[src/rtl/frequency_pkg.sv]
// Shared constant derivation for the pixel frequency encoder/decoder pair,
// so both sides agree on half-period range, code step and counter width.
package frequency_pkg;

   typedef enum logic [1:0] {
      ST_ARM,
      ST_MEASURE,
      ST_DIVIDE
   } state_t;

   function automatic int calc_max_half(input int clock_freq, input int low_freq);
      return clock_freq / (2 * low_freq);
   endfunction

   function automatic int calc_min_half(input int clock_freq, input int high_freq);
      int h;
      h = clock_freq / (2 * high_freq);
      return (h < 1) ? 1 : h;
   endfunction

   function automatic int calc_step(input int max_half, input int min_half, input int output_bits);
      int s;
      s = (max_half - min_half) / ((1 << output_bits) - 1);
      return (s < 1) ? 1 : s;
   endfunction

   function automatic int calc_cnt_w(input int max_half);
      return $clog2(2 * max_half + 1);
   endfunction

endpackage

[src/rtl/freq_seq_divider.sv]
// Restoring shift-subtract divider, one quotient bit per cycle, WIDTH cycles.
// The first bit is resolved in the cycle that accepts start.
module freq_seq_divider #(
   parameter int WIDTH = 16
) (
   input  logic             clk,
   input  logic             rst,
   input  logic             start,
   input  logic             abort,
   input  logic [WIDTH-1:0] dividend,
   input  logic [WIDTH-1:0] divisor,
   output logic [WIDTH-1:0] quotient,
   output logic             done
);

   localparam int LW = $clog2(WIDTH + 1);

   logic [WIDTH-1:0] rem;
   logic [WIDTH-1:0] quo;
   logic [LW-1:0]    left;
   logic             running;

   logic [WIDTH-1:0] src_rem;
   logic [WIDTH-1:0] src_quo;
   logic [WIDTH:0]   shifted;
   logic [WIDTH-1:0] nxt_rem;
   logic [WIDTH-1:0] nxt_quo;

   // NOTE: every always_comb output is given a default first so no latch is inferred.
   always_comb begin
      src_rem = start ? '0 : rem;
      src_quo = start ? dividend : quo;
      shifted = {src_rem, src_quo[WIDTH-1]};
      nxt_rem = shifted[WIDTH-1:0];
      nxt_quo = {src_quo[WIDTH-2:0], 1'b0};
      if (shifted >= {1'b0, divisor}) begin
         nxt_rem = WIDTH'(shifted - {1'b0, divisor});
         nxt_quo = {src_quo[WIDTH-2:0], 1'b1};
      end
   end

   // NOTE: state registers use non-blocking assignments so every flop samples pre-edge values.
   always_ff @(posedge clk or posedge rst) begin
      if (rst) begin
         rem     <= '0;
         quo     <= '0;
         left    <= '0;
         running <= 1'b0;
         done    <= 1'b0;
      end else begin
         done <= 1'b0;
         if (abort) begin
            running <= 1'b0;
         end else if (start) begin
            rem     <= nxt_rem;
            quo     <= nxt_quo;
            left    <= LW'(WIDTH - 1);
            running <= 1'b1;
         end else if (running) begin
            rem  <= nxt_rem;
            quo  <= nxt_quo;
            left <= left - 1'b1;
            if (left == LW'(1)) begin
               running <= 1'b0;
               done    <= 1'b1;
            end
         end
      end
   end

   assign quotient = quo;

endmodule

[src/rtl/frequency_readout.sv]
// Recovers the light code from the pixel square wave: measures the half period
// between synchronized edges and maps it onto a code by a sequential divide.
module frequency_readout
   import frequency_pkg::*;
#(
   parameter int CLOCK_FREQ  = 50_000_000,
   parameter int LOW_FREQ    = 1_000,
   parameter int HIGH_FREQ   = 20_000_000,
   parameter int OUTPUT_BITS = 8
) (
   input  logic                   CLK,
   input  logic                   RST,
   input  logic                   ENABLE,
   input  logic                   FREQ_IN,
   output logic [OUTPUT_BITS-1:0] LIGHT_OUT,
   output logic                   VALID,
   output logic                   TIMEOUT,
   output logic                   BUSY,
   output logic                   OVERRUN
);

   localparam int MAX_HALF = calc_max_half(CLOCK_FREQ, LOW_FREQ);
   localparam int MIN_HALF = calc_min_half(CLOCK_FREQ, HIGH_FREQ);
   localparam int STEP     = calc_step(MAX_HALF, MIN_HALF, OUTPUT_BITS);
   localparam int CNT_W    = calc_cnt_w(MAX_HALF);

   localparam logic [CNT_W-1:0] MAX_HALF_C = CNT_W'(MAX_HALF);
   localparam logic [CNT_W-1:0] CNT_MAX    = CNT_W'(2 * MAX_HALF);
   localparam logic [CNT_W-1:0] HALF_STEP  = CNT_W'(STEP / 2);
   localparam logic [CNT_W-1:0] STEP_C     = CNT_W'(STEP);
   localparam logic [CNT_W-1:0] CODE_MAX   = CNT_W'((1 << OUTPUT_BITS) - 1);

   state_t           state;
   logic             sync_a, sync_b, sync_prev, edge_pulse;
   logic [CNT_W-1:0] cnt;
   logic [CNT_W-1:0] dividend;
   logic [CNT_W-1:0] quotient;
   logic             div_start, div_done;
   logic [OUTPUT_BITS-1:0] light_code;

   always_ff @(posedge CLK or posedge RST) begin
      if (RST) begin
         sync_a     <= 1'b0;
         sync_b     <= 1'b0;
         sync_prev  <= 1'b0;
         edge_pulse <= 1'b0;
      end else begin
         sync_a     <= FREQ_IN;
         sync_b     <= sync_a;
         sync_prev  <= sync_b;
         edge_pulse <= sync_b ^ sync_prev;
      end
   end

   // Restarting at 1 makes the count seen during the next edge cycle equal the half period.
   always_ff @(posedge CLK or posedge RST) begin
      if (RST)                  cnt <= '0;
      else if (edge_pulse)      cnt <= CNT_W'(1);
      else if (cnt != CNT_MAX)  cnt <= cnt + 1'b1;
   end

   always_comb begin
      dividend = '0;
      if (cnt < MAX_HALF_C) dividend = MAX_HALF_C - cnt + HALF_STEP;
   end

   assign div_start = ENABLE && (state == ST_MEASURE) && edge_pulse;

   freq_seq_divider #(.WIDTH(CNT_W)) u_divider (
      .clk      (CLK),
      .rst      (RST),
      .start    (div_start),
      .abort    (!ENABLE),
      .dividend (dividend),
      .divisor  (STEP_C),
      .quotient (quotient),
      .done     (div_done)
   );

   assign light_code = (quotient > CODE_MAX) ? OUTPUT_BITS'(CODE_MAX) : OUTPUT_BITS'(quotient);

   always_ff @(posedge CLK or posedge RST) begin
      if (RST) begin
         state     <= ST_ARM;
         LIGHT_OUT <= '0;
         VALID     <= 1'b0;
         TIMEOUT   <= 1'b0;
         BUSY      <= 1'b0;
         OVERRUN   <= 1'b0;
      end else begin
         VALID   <= 1'b0;
         TIMEOUT <= 1'b0;
         OVERRUN <= 1'b0;
         if (!ENABLE) begin
            state <= ST_ARM;
            BUSY  <= 1'b0;
         end else begin
            case (state)
               ST_ARM: begin
                  if (edge_pulse) state <= ST_MEASURE;
               end
               ST_MEASURE: begin
                  if (edge_pulse) begin
                     state <= ST_DIVIDE;
                     BUSY  <= 1'b1;
                  end else if (cnt == CNT_MAX) begin
                     VALID     <= 1'b1;
                     TIMEOUT   <= 1'b1;
                     LIGHT_OUT <= '0;
                     state     <= ST_ARM;
                  end
               end
               ST_DIVIDE: begin
                  // An interval closing while the divider is busy has nowhere to go.
                  if (edge_pulse) OVERRUN <= 1'b1;
                  if (div_done) begin
                     VALID     <= 1'b1;
                     LIGHT_OUT <= light_code;
                     BUSY      <= 1'b0;
                     state     <= ST_MEASURE;
                  end
               end
               default: state <= ST_ARM;
            endcase
         end
      end
   end

endmodule

[config.mk]
export PLATFORM = sky130hd
export DESIGN_NAME = frequency_readout
export DESIGN_NICKNAME = d
export VERILOG_FILES = /design/src/rtl/frequency_pkg.sv /design/src/rtl/freq_seq_divider.sv /design/src/rtl/frequency_readout.sv
export SDC_FILE = /design/constraint.sdc
export NUM_CORES = 1
export LEC_CHECK = 0
export ABC_CLOCK_PERIOD_IN_PS = 3800
export BUFFER_PORTS_ARGS = -buffer_cell sky130_fd_sc_hd__buf_4
export CORE_MARGIN = 2
export CORE_UTILIZATION = 60
export DETAILED_ROUTE_END_ITERATION = 16
export GPL_TIMING_DRIVEN = 0
export PLACE_DENSITY = 0.78
export SYNTH_ARGS = -nofsm -noshare
export SYNTH_HDL_FRONTEND = slang
export SYNTH_SLANG_ARGS = --single-unit
[constraint.sdc]
create_clock -name CLK -period 3.8 [get_ports CLK]
set_input_delay 0.38 -clock CLK [delete_from_list [all_inputs] [get_ports CLK]]
set_output_delay 0.38 -clock CLK [all_outputs]
set_load 0.02 [all_outputs]
==> run metrics <==
die area=7594 um^2; multi-input logic area=approximately 2100 um^2; Detail Route Antenna Nets=0; Die Wd=87.15 um; Peak VDD IR=roughly 0.25 mV; syn nets=between 400 and 500; fmax=283.1 MHz; setup violators final=0; Routed WL=between 8 and 9 mm; Register-to-Register Path Depth=13; max_slew headroom=0.4011; post-detailed-route via-to-cell ratio=about 6.0; DRC=0; Setup CP Type=reg2reg; pre-CTS setup slack=-0.007070 ns; Placed Area=~4400 um^2; PortBufs=15; number of global-route vias before repair=between 3000 and 4000; outcome=finished clean; clk buf depth=2; CTS tree=yes; largest net degree at the start of global routing=74; Gate power share=0.313; CP Max Fanout=10; Worst-Margin Slew=0.8984 ns; share of cells above drive strength 1=0.1184; nets=500; met2 wire length=4.103 mm; metal3 WL=between 500 and 600 um; Final Total Pwr=2.896 mW; top-level port count=16; Initial Utilization=0.6139; Critical Path Source Type=register; Critical Path AT=3.81 ns; Net Sw Frac=0.3653; finished layout cell area=4619 um^2; CP max stage delay=0.53 ns; post-layout util=0.6837; clk_lat worst skew=between 0.3 and 0.4 ns; Syn Inst Count=459; clock share of power=0.259; Slew Limit Fails=0; final worst slack=roughly 0.27 ns; Req. time, crit path=4.08 ns; register area share after synthesis=0.4404; H-tree depth=3; period utilization=0.9296; # Post-CTS Setup Buffers=0; prevailing post-synth register cell=dfrtp_1; Final min period=3.532 ns; clock-pin slew on the worst setup and hold paths=0.08 ns; synthesis-to-layout area growth=11.37%; Crit-path slowest cell=or3b_2; YS warnings=0; Fin. Hold Viols=0; sequential share of power=0.429; Total GRT Usage=0.2510; initial antenna violation count=0; Lkg Pwr=2.055 nW; Sink Count=73; row count=30; Placer Congestion=0.9243; Clk Tree Root Cell=clkbuf_8; Cell variety after synth=59; ANT cells=0; DR iter-0 viols=306; first-pass GRT wire length=between 15 and 20 mm; Max Used Layer=met4; Hold Crit Depth=1; drt first pass iters=6; # fillers=544; via count=3440; WL met1=around 4.1 mm; pwr/cell area=626.9 nW/um^2; asr flop ratio synth=1.000; Yosys reg bits=between 70 and 80; CP Cell Sequence=inv_1 > ha_1 > clkbuf_8 > nand3_1 > clkbuf_2 > clkbuf_2 > nand2_1 > ha_1 > or3b_2 > a21o_1 > or3_1 > or3b_1 > a21oi_1; Min Hold Slack=0.1366 ns; clock buffer count from CTS=9; endpoint type of the worst setup path=register; RSZ-0062 raised after global routing=false; switching pwr=1.058 mW; clk_skew=0.007600 ns; CTS Hold Bufs=0; Core Region=6756 um^2; # Max-Cap Violations=0; average size of a mapped cell=around 9 um^2; Post-Syn Area=4148 um^2; Post-DP HPWL=slightly above 6 mm; wire length per cell=between 15 and 20 um; cell internal pwr=1.838 mW; Post-synth EDFFs=0; die span in y=87.15 um; FF+latch area=1827 um^2; grt ovf=0; Hold WC Path Type=in2reg
==> placed cells by master (no fill, tap or decap), types with 3 or more instances in the layout <==
| cell type | n |
|---|---|
| nor2_1 | 50 |
| nand2b_1 | 4 |
| xor2_1 | 16 |
| nand4_1 | 3 |
| o22ai_1 | 4 |
| a22oi_1 | 3 |
| buf_4 | 17 |
| a31oi_1 | 13 |
| a21oi_1 | 26 |
| dfrtp_1 | 73 |
| ha_1 | 11 |
| and3_1 | 6 |
| bufinv_16 | 3 |
| nand2_1 | 48 |
| buf_2 | 3 |
| xnor2_1 | 17 |
| or4_1 | 5 |
| or3_1 | 4 |
| clkbuf_1 | 12 |
| clkbuf_8 | 13 |
| a211oi_1 | 3 |
| o21ai_0 | 45 |
| mux2i_1 | 8 |
| buf_1 | 3 |
| nor3_1 | 7 |
| nor4_1 | 8 |
| nor4b_1 | 4 |
| nand3_1 | 12 |
| inv_1 | 22 |
==> routing by layer <==
| layer | up-vias | global-route usage |
|---|---|---|
| li1 | 1656 | - |
| met1 | 1638 | 0.3622 |
| met2 | 131 | 0.3983 |
| met3 | 15 | 0.03981 |
| met4 | 0 | 0.06434 |
| met5 | - | 0 |
==> state kept, by name, indices dropped and copies added (netlist names), 2 cells and up <==
register            flops
cnt                    16
u_divider.quotient     16
u_divider.rem          16
LIGHT_OUT               8
u_divider.left          5
state                   2
==> critical path, delay by kind of cell, from the launching register on <==
family	cells	cell delay, ns
buffers and inverters	4	0.76
AO/OA/AOI/OAI	2	0.40
AND/OR/NAND/NOR	5	1.52
flip-flops	1	0.42
adder cells (fa/ha/maj)	2	0.36
==> final timing paths <==
check | from | endpoint | slack [ns]
max | state[1] | u_divider.rem[13] | 0.27
min | FREQ_IN | sync_a | 0.14
max reg2reg | state[1] | u_divider.rem[13] | 0.27
min reg2reg | sync_a | sync_b | 0.36
max in group asynchronous | RST | u_divider.quotient[5] | 2.99
min in group asynchronous | RST | BUSY | 0.23
==> power by group through the flow <==
| stage | registers [mW] | logic, mW | clock network [mW] |
|---|---|---|---|
| after floorplan | 1.22 | 0.657 | 0 |
| after global placement | 1.24 | 0.853 | 0 |
| after detailed placement | 1.25 | 0.880 | 0 |
| after CTS | 1.24 | 0.894 | 0.755 |
| after global routing | 1.28 | 1.03 | 0.786 |
| final | 1.24 | 0.906 | 0.749 |
==> per-stage QoR <==
step             TNS, ns  cells
2_1_floorplan          0    459
5_1_grt                0    570
4_1_cts                0    570
6_report               0    570
3_5_place_dp   -0.007070    554
3_3_place_gp           0    554
==> cell usage after synthesis (all sizes together), types with 2 or more instances <==
cell / instances / area share
nand4b: 2 / 0.0042
o21ai: 46 / 0.058
ha: 11 / 0.033
xor2: 16 / 0.034
clkbuf: 19 / 0.029
or3b: 3 / 0.0063
dfrtp: 73 / 0.44
a211oi: 3 / 0.0054
or2: 2 / 0.0030
a22oi: 3 / 0.0054
nor3: 7 / 0.0084
a31oi: 13 / 0.020
inv: 23 / 0.021
nor4b: 5 / 0.014
nor2: 50 / 0.045
nor2b: 2 / 0.0030
nor4: 9 / 0.015
and3: 6 / 0.0091
a21o: 2 / 0.0036
nand2: 48 / 0.043
or3: 5 / 0.0078
xnor2: 17 / 0.036
a21oi: 27 / 0.033
mux2i: 8 / 0.019
nand4: 3 / 0.0045
nand2b: 4 / 0.0060
o22ai: 4 / 0.0060
or4: 5 / 0.0091
a32oi: 2 / 0.0042
nand3: 13 / 0.019
buf: 10 / 0.015
and2: 2 / 0.0030
==> what timing repair did <==
action / CTS / global route
gates resized for setup: 1 / 5
setup endpoints to repair: 2 / 8
hold endpoints to repair: 0 / 0
==> cell families (layout without fill, tap and decap cells) <==
kind of cell,Yosys count,count (layout),share of synthesized area
AOI/OAI and AO/OA,111,111,0.1593
xor gates and xnor gates,33,33,0.06968
adders and majority gates,11,11,0.03318
buffers and inverters,52,83,0.06485
DFF,73,73,0.4404
muxes,9,9,0.02202
and+or+nand+nor,170,170,0.2106
==> layout make-up <==
class                   count  area share
multi-input cells         334      0.4466
inverters                  23     0.01923
well taps                  80     0.02167
flip-flops and latches     73      0.3954
plain buffers              29     0.04009
clock buffers              10     0.02763
clock inverters             6     0.02492
repair buffers             15     0.02438
Power figures use the tool's default switching activity.
